$ cat src/rtl/cache_hierarchy_types.sv
`default_nettype none
// ============================================================================
//  Module  : cache_hierarchy_types (package)
//  Purpose : Shared types for the cache hierarchy. Holds the legacy single
//            victim record (vc_t) plus the victim cache state enum, default
//            geometry and the per-entry record layout.
//  Ports   : none (package)
//  Rev     : 1.0  initial victim cache types
// ============================================================================
package cache_hierarchy_types;

  localparam int VC_NUM_ENTRIES = 8;
  localparam int VC_ADDR_W      = 32;
  localparam int VC_LINE_W      = 256;
  localparam int VC_OFFSET_W    = 5;
  localparam int VC_TAG_W       = VC_ADDR_W - VC_OFFSET_W;

  // Legacy single-entry victim record.
  typedef struct packed {
    logic                 valid;
    logic [VC_ADDR_W-1:0] addr;
    logic [VC_LINE_W-1:0] line;
  } vc_t;

  typedef enum logic [2:0] {
    VC_IDLE   = 3'd0,
    VC_LOOKUP = 3'd1,
    VC_INSERT = 3'd2,
    VC_WB     = 3'd3,
    VC_COMMIT = 3'd4
  } vc_state_t;

  // One victim cache entry at default widths.
  typedef struct packed {
    logic                 valid;
    logic                 dirty;
    logic [VC_TAG_W-1:0]  tag;
    logic [VC_LINE_W-1:0] data;
  } vc_entry_t;

endpackage : cache_hierarchy_types
`default_nettype wire

$ cat src/rtl/victim_cache_match.sv
`default_nettype none
// ============================================================================
//  Module  : victim_cache_match
//  Purpose : Combinational tag compare across all victim entries.
//  Ports   : valid             - per-entry valid bits
//            tags              - per-entry tags
//            cmp_tag           - tag being searched
//            hit / hit_idx     - a valid entry holds cmp_tag, and its index
//            any_invalid       - at least one free entry
//            first_invalid_idx - lowest-index free entry
//  Rev     : 1.0  initial
// ============================================================================
module victim_cache_match
  import cache_hierarchy_types::*;
#(
  parameter  int NUM_ENTRIES = VC_NUM_ENTRIES,
  parameter  int TAG_W       = VC_TAG_W,
  localparam int IDX_W       = $clog2(NUM_ENTRIES)
) (
  input  logic [NUM_ENTRIES-1:0]            valid,
  input  logic [NUM_ENTRIES-1:0][TAG_W-1:0] tags,
  input  logic [TAG_W-1:0]                  cmp_tag,
  output logic                              hit,
  output logic [IDX_W-1:0]                  hit_idx,
  output logic [IDX_W-1:0]                  first_invalid_idx,
  output logic                              any_invalid
);

  logic [NUM_ENTRIES-1:0] match_vec;

  generate
    for (genvar i = 0; i < NUM_ENTRIES; i++) begin : g_cmp
      assign match_vec[i] = valid[i] && (tags[i] == cmp_tag);
    end
  endgenerate

  // Scanning downward leaves the lowest matching / free index as the winner.
  // Inserts never create duplicates, so at most one match_vec bit is set.
  always_comb begin
    hit               = |match_vec;
    any_invalid       = ~&valid;
    hit_idx           = '0;
    first_invalid_idx = '0;
    for (int i = NUM_ENTRIES - 1; i >= 0; i--) begin
      if (match_vec[i]) hit_idx = IDX_W'(i);
      if (!valid[i])    first_invalid_idx = IDX_W'(i);
    end
  end

endmodule : victim_cache_match
`default_nettype wire

$ cat src/rtl/victim_cache.sv
`default_nettype none
// ============================================================================
//  Module  : victim_cache
//  Purpose : Fully associative, exclusive victim cache between L1 and L2.
//            Lookup hits return the line and free the entry. Inserts reuse a
//            matching entry, else the lowest free entry, else the round-robin
//            entry; a dirty round-robin victim is written back first.
//  Ports   : clk, rst_n (synchronous, active low)
//            lookup_req/addr  -> lookup_resp/hit/data/dirty (1-cycle pulse)
//            insert_req/addr/data/dirty -> insert_ack (1-cycle pulse)
//            wb_write/address/wdata -> wb_resp (downstream writeback)
//            stat_hits/misses/writebacks (only with VICTIM_CACHE_STATS_EN)
//  Config  : define VICTIM_CACHE_STATS_EN to add saturating event counters.
//  Rev     : 1.0  initial
// ============================================================================
module victim_cache
  import cache_hierarchy_types::*;
#(
  parameter int NUM_ENTRIES = VC_NUM_ENTRIES,
  parameter int ADDR_W      = VC_ADDR_W,
  parameter int LINE_W      = VC_LINE_W,
  parameter int OFFSET_W    = VC_OFFSET_W
) (
  input  logic              clk,
  input  logic              rst_n,
  input  logic              lookup_req,
  input  logic [ADDR_W-1:0] lookup_addr,
  output logic              lookup_resp,
  output logic              lookup_hit,
  output logic [LINE_W-1:0] lookup_data,
  output logic              lookup_dirty,
  input  logic              insert_req,
  input  logic [ADDR_W-1:0] insert_addr,
  input  logic [LINE_W-1:0] insert_data,
  input  logic              insert_dirty,
  output logic              insert_ack,
  output logic              wb_write,
  output logic [ADDR_W-1:0] wb_address,
  output logic [LINE_W-1:0] wb_wdata,
  input  logic              wb_resp
`ifdef VICTIM_CACHE_STATS_EN
  ,
  output logic [31:0]       stat_hits,
  output logic [31:0]       stat_misses,
  output logic [31:0]       stat_writebacks
`endif
);

  localparam int TAG_W = ADDR_W - OFFSET_W;
  localparam int IDX_W = $clog2(NUM_ENTRIES);

  // Entry storage
  logic [NUM_ENTRIES-1:0]            valid_q, valid_d, dirty_q, dirty_d;
  logic [NUM_ENTRIES-1:0][TAG_W-1:0] tag_q, tag_d;
  logic [LINE_W-1:0]                 data_q [NUM_ENTRIES];
  logic [LINE_W-1:0]                 data_d [NUM_ENTRIES];

  // Control
  vc_state_t         state_q, state_d;
  logic [IDX_W-1:0]  rr_ptr_q, rr_ptr_d;
  logic [IDX_W-1:0]  slot_q, slot_d;
  logic [TAG_W-1:0]  pend_tag_q, pend_tag_d;
  logic [LINE_W-1:0] pend_data_q, pend_data_d;
  logic              pend_dirty_q, pend_dirty_d;

  // Registered outputs
  logic              lookup_resp_q, lookup_resp_d;
  logic              lookup_hit_q, lookup_hit_d;
  logic [LINE_W-1:0] lookup_data_q, lookup_data_d;
  logic              lookup_dirty_q, lookup_dirty_d;
  logic              insert_ack_q, insert_ack_d;
  logic              wb_write_q, wb_write_d;
  logic [ADDR_W-1:0] wb_address_q, wb_address_d;
  logic [LINE_W-1:0] wb_wdata_q, wb_wdata_d;

  // Entry write port
  logic              wr_en;
  logic [IDX_W-1:0]  wr_idx;
  logic [TAG_W-1:0]  wr_tag;
  logic [LINE_W-1:0] wr_data;
  logic              wr_dirty;

  // Match results
  logic [TAG_W-1:0]  cmp_tag;
  logic              hit;
  logic [IDX_W-1:0]  hit_idx, first_invalid_idx;
  logic              any_invalid;

  // Offset bits never take part in matching.
  logic unused_offset_bits;
  assign unused_offset_bits = ^{lookup_addr[OFFSET_W-1:0], insert_addr[OFFSET_W-1:0]};

  // Only one of the two request addresses is consulted per state, so a single
  // comparator bank serves both.
  assign cmp_tag = (state_q == VC_INSERT) ? insert_addr[ADDR_W-1:OFFSET_W]
                                          : lookup_addr[ADDR_W-1:OFFSET_W];

  victim_cache_match #(
    .NUM_ENTRIES (NUM_ENTRIES),
    .TAG_W       (TAG_W)
  ) u_match (
    .valid             (valid_q),
    .tags              (tag_q),
    .cmp_tag           (cmp_tag),
    .hit               (hit),
    .hit_idx           (hit_idx),
    .first_invalid_idx (first_invalid_idx),
    .any_invalid       (any_invalid)
  );

  always_comb begin
    state_d        = state_q;
    valid_d        = valid_q;
    dirty_d        = dirty_q;
    tag_d          = tag_q;
    data_d         = data_q;
    rr_ptr_d       = rr_ptr_q;
    slot_d         = slot_q;
    pend_tag_d     = pend_tag_q;
    pend_data_d    = pend_data_q;
    pend_dirty_d   = pend_dirty_q;
    lookup_resp_d  = 1'b0;
    lookup_hit_d   = 1'b0;
    lookup_data_d  = '0;
    lookup_dirty_d = 1'b0;
    insert_ack_d   = 1'b0;
    wb_write_d     = wb_write_q;
    wb_address_d   = wb_address_q;
    wb_wdata_d     = wb_wdata_q;
    wr_en          = 1'b0;
    wr_idx         = '0;
    wr_tag         = cmp_tag;
    wr_data        = insert_data;
    wr_dirty       = insert_dirty;

    case (state_q)
      VC_IDLE: begin
        if (lookup_req)      state_d = VC_LOOKUP;
        else if (insert_req) state_d = VC_INSERT;
      end

      VC_LOOKUP: begin
        lookup_resp_d = 1'b1;
        if (hit) begin
          // Exclusive hierarchy: the line moves back to L1.
          lookup_hit_d     = 1'b1;
          lookup_data_d    = data_q[hit_idx];
          lookup_dirty_d   = dirty_q[hit_idx];
          valid_d[hit_idx] = 1'b0;
        end
        state_d = VC_IDLE;
      end

      VC_INSERT: begin
        if (hit) begin
          // Re-insert of a resident line: keep dirtiness sticky.
          wr_en        = 1'b1;
          wr_idx       = hit_idx;
          wr_dirty     = dirty_q[hit_idx] | insert_dirty;
          insert_ack_d = 1'b1;
          state_d      = VC_IDLE;
        end else if (any_invalid) begin
          wr_en        = 1'b1;
          wr_idx       = first_invalid_idx;
          insert_ack_d = 1'b1;
          state_d      = VC_IDLE;
        end else begin
          rr_ptr_d = rr_ptr_q + IDX_W'(1);
          if (dirty_q[rr_ptr_q]) begin
            // Park the new line until the dirty victim has left.
            wb_write_d   = 1'b1;
            wb_address_d = {tag_q[rr_ptr_q], {OFFSET_W{1'b0}}};
            wb_wdata_d   = data_q[rr_ptr_q];
            slot_d       = rr_ptr_q;
            pend_tag_d   = cmp_tag;
            pend_data_d  = insert_data;
            pend_dirty_d = insert_dirty;
            state_d      = VC_WB;
          end else begin
            // Clean victim is simply overwritten.
            wr_en        = 1'b1;
            wr_idx       = rr_ptr_q;
            insert_ack_d = 1'b1;
            state_d      = VC_IDLE;
          end
        end
      end

      VC_WB: begin
        if (wb_resp) begin
          wb_write_d = 1'b0;
          state_d    = VC_COMMIT;
        end
      end

      VC_COMMIT: begin
        wr_en        = 1'b1;
        wr_idx       = slot_q;
        wr_tag       = pend_tag_q;
        wr_data      = pend_data_q;
        wr_dirty     = pend_dirty_q;
        insert_ack_d = 1'b1;
        state_d      = VC_IDLE;
      end

      default: state_d = VC_IDLE;
    endcase

    if (wr_en) begin
      valid_d[wr_idx] = 1'b1;
      dirty_d[wr_idx] = wr_dirty;
      tag_d[wr_idx]   = wr_tag;
      data_d[wr_idx]  = wr_data;
    end
  end

  always_ff @(posedge clk) begin
    if (!rst_n) begin
      state_q        <= VC_IDLE;
      valid_q        <= '0;
      dirty_q        <= '0;
      rr_ptr_q       <= '0;
      slot_q         <= '0;
      pend_dirty_q   <= 1'b0;
      lookup_resp_q  <= 1'b0;
      lookup_hit_q   <= 1'b0;
      lookup_data_q  <= '0;
      lookup_dirty_q <= 1'b0;
      insert_ack_q   <= 1'b0;
      wb_write_q     <= 1'b0;
      wb_address_q   <= '0;
      wb_wdata_q     <= '0;
    end else begin
      state_q        <= state_d;
      valid_q        <= valid_d;
      dirty_q        <= dirty_d;
      rr_ptr_q       <= rr_ptr_d;
      slot_q         <= slot_d;
      pend_dirty_q   <= pend_dirty_d;
      lookup_resp_q  <= lookup_resp_d;
      lookup_hit_q   <= lookup_hit_d;
      lookup_data_q  <= lookup_data_d;
      lookup_dirty_q <= lookup_dirty_d;
      insert_ack_q   <= insert_ack_d;
      wb_write_q     <= wb_write_d;
      wb_address_q   <= wb_address_d;
      wb_wdata_q     <= wb_wdata_d;
    end
  end

  // Payload storage is qualified by valid bits, so it needs no reset.
  always_ff @(posedge clk) begin
    tag_q       <= tag_d;
    data_q      <= data_d;
    pend_tag_q  <= pend_tag_d;
    pend_data_q <= pend_data_d;
  end

  assign lookup_resp  = lookup_resp_q;
  assign lookup_hit   = lookup_hit_q;
  assign lookup_data  = lookup_data_q;
  assign lookup_dirty = lookup_dirty_q;
  assign insert_ack   = insert_ack_q;
  assign wb_write     = wb_write_q;
  assign wb_address   = wb_address_q;
  assign wb_wdata     = wb_wdata_q;

`ifdef VICTIM_CACHE_STATS_EN
  logic [31:0] stat_hits_q, stat_hits_d;
  logic [31:0] stat_misses_q, stat_misses_d;
  logic [31:0] stat_wb_q, stat_wb_d;

  always_comb begin
    stat_hits_d   = stat_hits_q;
    stat_misses_d = stat_misses_q;
    stat_wb_d     = stat_wb_q;
    if (state_q == VC_LOOKUP && hit && !(&stat_hits_q))
      stat_hits_d = stat_hits_q + 32'd1;
    if (state_q == VC_LOOKUP && !hit && !(&stat_misses_q))
      stat_misses_d = stat_misses_q + 32'd1;
    if (state_q == VC_WB && wb_resp && !(&stat_wb_q))
      stat_wb_d = stat_wb_q + 32'd1;
  end

  always_ff @(posedge clk) begin
    if (!rst_n) begin
      stat_hits_q   <= '0;
      stat_misses_q <= '0;
      stat_wb_q     <= '0;
    end else begin
      stat_hits_q   <= stat_hits_d;
      stat_misses_q <= stat_misses_d;
      stat_wb_q     <= stat_wb_d;
    end
  end

  assign stat_hits       = stat_hits_q;
  assign stat_misses     = stat_misses_q;
  assign stat_writebacks = stat_wb_q;
`endif

endmodule : victim_cache
`default_nettype wire

$ cat config.mk
export PLATFORM = sky130hd
export DESIGN_NAME = victim_cache
export DESIGN_NICKNAME = d
export VERILOG_FILES = /design/src/rtl/cache_hierarchy_types.sv /design/src/rtl/victim_cache_match.sv /design/src/rtl/victim_cache.sv
export SDC_FILE = /design/constraint.sdc
export NUM_CORES = 2
export LEC_CHECK = 0
export BUFFER_PORTS_ARGS = -buffer_cell sky130_fd_sc_hd__buf_4
export CORE_ASPECT_RATIO = 1.75
export CORE_MARGIN = 5
export CORE_UTILIZATION = 35
export CTS_BUF_LIST = sky130_fd_sc_hd__clkbuf_4 sky130_fd_sc_hd__clkbuf_8
export DETAILED_ROUTE_END_ITERATION = 12
export GPL_TIMING_DRIVEN = 0
export PLACE_DENSITY_LB_ADDON = 0.2
export SLEW_MARGIN = 25
export SYNTH_ARGS = -nofsm -noshare
export SYNTH_HDL_FRONTEND = slang
export SYNTH_SLANG_ARGS = --single-unit
$ cat constraint.sdc
create_clock -name clk -period 15.3 [get_ports clk]
set_input_delay 0.765 -clock clk [delete_from_list [all_inputs] [get_ports clk]]
set_output_delay 0.765 -clock clk [all_outputs]
set_load 0.1 [all_outputs]
# Yosys cells after proc, flatten, opt, wreduce, memory -nomap -nowiden
# Cells that the tools add are included.
op_classes:
  add_sub_neg: 1
  n_lt_le_gt_ge: 9
  n_eq_ne: 17
  n_mux: 69
  n_bitwise: 8
  n_reduce_logical: 21
op_table:
  columns: ["operator", "n"]
  rows:
  - ["$bwmux W2048", 1]
  - ["$bmux W256 S3", 2]
  - ["$mux W256", 6]
  - ["$demux W256 S3", 1]
  - ["$bwmux W216", 1]
  - ["$eq A27 B27 Y1", 8]
  - ["$mux W27", 4]
  - ["$bmux W27 S3", 1]
  - ["$demux W27 S3", 1]
  - ["$mux W3", 22]
  - ["$mux W8", 3]
  - ["$mux W1", 14]
  - ["$ge A4 B4 Y1 const B", 3]
  - ["$lt A3 B4 Y1 const B", 3]
  - ["$not A3 Y4", 3]
  - ["$logic_and A1 B1 Y1", 11]
  - ["$reduce_and A11 Y1", 1]
  - ["$reduce_and A10 Y1", 1]
  - ["$pmux W3 S3", 1]
  - ["$and A8 B8 Y8", 1]
  - ["$bwmux W8", 1]
  - ["$not A8 Y8", 1]
  - ["$or A8 B8 Y8", 1]
  - ["$reduce_and A8 Y1", 1]
  - ["other kinds (22)", 33]
totals:
  regBits: 3117
  in_bits: 326
  output_inout_bits: 549
  wordCells: 157

# Logic depth before layout (Yosys ltp)
depth:
  word_depth: 22
  mapped_depth: 22
  depth_no_buf: 13

# Hierarchy
# Synthesis repeated with hierarchy kept, for this count alone.
unflattened:
  cells_unflattened: 7426
  hier_area_um2: 130988.1
modules_own_cells:
  columns: ["module", "instances", "cells_per_inst", "area_per_inst_um2", "seq_area_each_um2"]
  rows:
  - ["victim_cache", 1, 7081, 128273.0, 87894.3]
  - ["victim_cache_match", 1, 345, 2715.1, 0.0]

# Worst setup path before layout
# OpenSTA, ideal clock, no wires.
synth_path:
  path_kind: "input to register"
  from: "in lookup_addr[27]"
  to: "reg dirty_q[6]"
  setup_time_ns: 0.595
  arrival_ns: 15.949
  t_required_ns: 14.705
  path_slack_ns: -1.245
  cell_stages: 15
  path_buffers: 3
  path_cell_list: "buf_2 nor2b_1 a2111o_1 or4_1 o21ai_1 nand4_1 a2111oi_2 nor2_1 a221oi_1 buf_2 buf_4 o21ai_1 a22o_1 nor2_1 mux2i_1"
synth_via:
  elab_chain_len: 18
  word_cells_on_any_way: 41
  classes_between: "order compare (2); eq/ne (8); mux (20); bitwise (1); reduce/logical (10)"
synth_lines:
  columns: ["item", "line_no", "rtl"]
  rows:
  - ["start: declaration", "victim_cache.sv:27", "input logic [ADDR_W-1:0] lookup_addr,"]
  - ["$mux W27 *", "victim_cache.sv:95", "assign cmp_tag = (state_q == VC_INSERT) ? insert_addr[ADDR_W-1:OFFSET_W]"]
  - ["$eq A27 B27 Y1", "victim_cache_match.sv:33", "assign match_vec[i] = valid[i] && (tags[i] == cmp_tag);"]
  - ["$logic_and A1 B1 Y1", "victim_cache_match.sv:33", null]
  - ["$mux W3 (8 in a row)", "victim_cache_match.sv:45", "if (match_vec[i]) hit_idx = IDX_W'(i);"]
  - ["$mux W3", "victim_cache.sv:155", "if (hit) begin"]
  - ["$pmux W3 S2", "victim_cache.sv:136", "case (state_q)"]
  - ["$lt A3 B4 Y1 (implied by the code) or $ge A3 B1 Y1 (tied branches)", "victim_cache.sv:211", "dirty_d[wr_idx] = wr_dirty;"]
  - ["$logic_and A1 B1 Y1 (implied by the code)", "victim_cache.sv:211", null]
  - ["$mux W1 (implied by the code)", "victim_cache.sv:211", null]
  - ["$demux W1 S3", "victim_cache.sv:211", null]
  - ["$bwmux W8", "victim_cache.sv:211", null]
  - ["end signal: assignment", "victim_cache.sv:236", "dirty_q <= dirty_d;"]
  - ["end: declaration", "victim_cache.sv:53", "logic [NUM_ENTRIES-1:0] valid_q, valid_d, dirty_q, dirty_d;"]
# Mark *: on every way between the ends. The rest lies on a longest branch, timed or not. The select of a mux whose other input is x is not followed.
# A chain may end at the register's enable or synchronous reset.

# Worst setup path after layout
layout_path:
  from: "reg state_q[2]"
  to: "reg data_q[1394] in the netlist's numbering, enable pin"
layout_via:
  elab_chain_len: 7
  word_cells_on_any_way: 22
  classes_between: "eq/ne (10); mux (3); reduce/logical (9)"
layout_lines:
  columns: ["item", "line_no", "rtl"]
  rows:
  - ["start: declaration", "victim_cache.sv:59", "vc_state_t state_q, state_d;"]
  - ["start signal: assignment", "victim_cache.sv:234", "state_q <= state_d;"]
  - ["$eq A3 B2 Y1", "victim_cache.sv:95, victim_cache.sv:136", null]
  - ["$mux W27", "victim_cache.sv:95", null]
  - ["$eq A27 B27 Y1", "victim_cache_match.sv:33", null]
  - ["$logic_and A1 B1 Y1", "victim_cache_match.sv:33", null]
  - ["$reduce_or A8 Y1", "victim_cache_match.sv:40", "hit = |match_vec;"]
  - ["$mux W1", "victim_cache.sv:155", null]
  - ["$pmux W1 S2 *", "victim_cache.sv:136", null]
  - ["end signal: assignment", "victim_cache.sv:254", "data_q <= data_d;"]
  - ["end: declaration", "victim_cache.sv:55", "logic [LINE_W-1:0] data_q [NUM_ENTRIES];"]
# Mark *: on every way between the ends. The rest lies on a longest branch, timed or not.

==> impl_results.md <==
- Status: complete, no violations
- Max_cap viols: 0
- Final wirelength: 570.1 mm
- Reg2reg setup slack: 5.96 ns
- Mean Syn Cell Area: 15.29 um^2
- Antenna-violating nets left: 0
- CP most frequent cell: buf_12
- CTS Root Buffer Type: clkbuf_8
- Vias per cell: 5.635
- # DRC: 0
- Commonest non-fill, non-tap cells in the layout: edfxtp_1 (2547), buf_4 (871), nand2_1 (827)
- Number of enable flip-flop cells after synthesis: 2547
- Post-Layout Cell Count: 16222
- Grt total ovfl: 0
- Cell area power density: 105.7 mW/mm^2
- Yosys warns: 0
- NumNets Final: 10916
- Fraction of registers with async set/reset: 0%
- Vias: 91413
- Most used flip-flop cell after synthesis: edfxtp_1
- Peak Freq: 107.0 MHz
- Vias in the first global route: 95060
- Setup TNS Final: 0 ns
- Most common cell after layout, fill and taps aside: edfxtp_1
- RSZ-0062 raised after global routing: false
- Final Hold Fails: 0
- Worst-Skew Late Latency: 1.14 ns
- Fin Hold WS: 0.1196 ns
- Die Area: 0.4010 mm^2
- Worst-Margin Slew: 1.292 ns
- Req. time, crit path: 16.07 ns
- Die height: 833.9 um
- DR pass1 iterations: 8
- Worst hold path endpoint: dirty_q[0]
- Peak VDD IR: 0.07587 mV
- Post-synthesis cell type count: 93
- Placed Cells: 15029
- Tot GR Track Use: 27.55%
- Worst hold path class: input pin to flip-flop
- CP Data Arrival Time: 10.12 ns
- Max incr delay on CP: 0.90 ns
- Num CTS Buffers: 466
- LEAKAGE: 58.74 nW
- DP HPWL: 418.2 mm
- I/O pin cnt: 875
- Synthesis-stage register bit count: 3117
- Setup crit start kind: flip-flop
- Final Instance Area: 0.1656 mm^2
- R2r worst-path depth: 25
- Area growth, synth to finish: 22.00%
- Worst r2r dst: data_q[1394]
- Worst-path fanout max: 19
- # port buffers: 820
- CTS Buffer Depth: 4
- Largest net degree at the start of global routing: 65
- First-pass GRT wire length: 772.7 mm
- Final setup viols: 0
- Synthesized area: 0.1358 mm^2
- CTS tree: built
- Clk_skew: 0.1040 ns
- Core area: 0.3866 mm^2
- Wire per inst: 35.14 um
- Number of max-slew violations in the final report: 0
- Starting Density: 35.12%
- Synthesized instance count: 8880
- Total clock sinks: 3117
- Die Span X: 480.8 um
- Setup CP Type: flip-flop to flip-flop
- Initial antenna violation count: 83
- H-tree depth: 5
- Seq/Total Area, Yosys: 64.74%
- Clk slew on worst S/H paths: 0.06 ns
- Hold path cells: 3
- # rows: 302
- Post_cts resized: 0
- Share of layout cells above drive strength 1: 27.92%
- Slew margin rel.: 13.87%
- Worst R2R Start: state_q[2]
- Routability Congestion: 0.9863
- Hold Path Origin: rst_n
- Placement Cell Area: 0.1525 mm^2
- Period minus WS final: 9.345 ns
- Element type at the critical path end: flip-flop
- Initial DRC Count: 8327
- Slowest CP cell: buf_1
- Final Cycle Share: 61.08%
## power by group
| group | leakage (nW) | switching (mW) | internal [mW] |
|---|---|---|---|
| clock network | 5.50 | 3.49 | 4.15 |
| logic | 25.7 | 0.439 | 0.218 |
| registers | 27.5 | 0.0160 | 9.20 |
| total | 58.7 | 3.95 | 13.6 |
## synth_stat cells (59+ instances only)
| cell type | count | area (um^2) |
|---|---|---|
| mux4_2 | 568 | 12790 |
| nor2b_1 | 79 | 494.2 |
| dfxtp_1 | 570 | 11410 |
| clkbuf_1 | 369 | 1385 |
| buf_2 | 150 | 750.7 |
| mux2i_1 | 819 | 8198 |
| mux2_1 | 204 | 2297 |
| nand2_1 | 827 | 3104 |
| a211oi_1 | 297 | 2230 |
| nor2_1 | 637 | 2391 |
| inv_1 | 106 | 397.9 |
| xor2_1 | 76 | 665.6 |
| edfxtp_1 | 2547 | 76480 |
| a21oi_1 | 59 | 295.3 |
| o22ai_1 | 282 | 1764 |
| buf_1 | 70 | 262.8 |
| xnor2_1 | 100 | 875.8 |
| mux2_2 | 309 | 3480 |
| a221oi_1 | 274 | 2400 |
## registers in the layout, summed over array words and instances (netlist names)
| name | count |
|---|---|
| pend_tag_q | 27 |
| rr_ptr_q | 3 |
| wb_wdata | 256 |
| valid_q | 8 |
| dirty_q | 8 |
| lookup_resp | 1 |
| insert_ack | 1 |
| state_q | 3 |
| wb_address | 27 |
| wb_write | 1 |
| pend_dirty_q | 1 |
| tag_q | 216 |
| slot_q | 3 |
| lookup_data | 256 |
| lookup_hit | 1 |
| lookup_dirty | 1 |
| data_q | 2048 |
| pend_data_q | 256 |
## what timing repair did
item / 4_1_cts / 5_1_grt
buffers inserted: 0 / 0
endpoints found under the hold margin: 500 / 0
hold buffers: 258 / 0
## area by class of cell
type / count / area [um^2]
Inverter: 107 / 416.7
Clock buffer: 708 / 8643
Tap cell: 5168 / 6466
Sequential cell: 3117 / 87890
Buffer: 650 / 3063
Clock inverter: 171 / 1727
Fill cell: 35280 / 220900
Antenna cell: 54 / 135.1
Multi-Input combinational cell: 5010 / 44720
Timing Repair Buffer: 1237 / 12570
## critical path, delay by kind of cell, from the launching register on
kind                   cells  cell delay (ns)
and+or+nand+nor            6             2.33
buffers and inverters     15             4.80
AOI/OAI and AO/OA          4             1.28
DFF                        1             0.45
## worst max path at each step
stage                     from           end  slack [ns]  depth (start not counted)
3_5_place_dp        state_q[2]  data_q[1399]        6.07                         25
6_report            state_q[2]  data_q[1394]        5.96                         25
2_1_floorplan  lookup_addr[27]    dirty_q[6]       -1.24                         15
5_1_grt             state_q[2]   data_q[907]        6.02                         22
4_1_cts             state_q[2]  data_q[1394]        6.10                         25
3_3_place_gp        state_q[1]    dirty_q[6]      -22.60                         17
## through the flow
stage          power, mW  utilization [%]  worst slack [ns]
2_1_floorplan      9.667                -            -1.245
3_3_place_gp       9.970            38.39            -22.60
3_5_place_dp       9.977            39.45             6.067
4_1_cts            17.66            42.80             6.105
5_1_grt            18.05            42.83             6.017
6_report           17.51            42.85             5.955
## logic make-up (layout without fill, tap and decap cells)
group           count (synthesis)  after routing  share of synthesized area, %
simple gates                 1785           1785                         5.555
mux                          1915           1915                         19.89
xor+xnor                      176            176                         1.135
buf+inv                       757           2873                         2.433
compound gates               1128           1128                         6.244
fa+ha+maj                       1              1                      0.009214
flops                        3117           3117                         64.74
other cells                     1             59                      0.002762
## layer usage
layer,track usage (%),part of all wire [%],vias up
met1,31.69,36,47576
met4,15.67,6.5,42
met2,47.48,50,4108
li1,-,-,38452
met5,0,0.044,-
met3,5.878,7.4,1235
(Power assumes the default switching activity.)
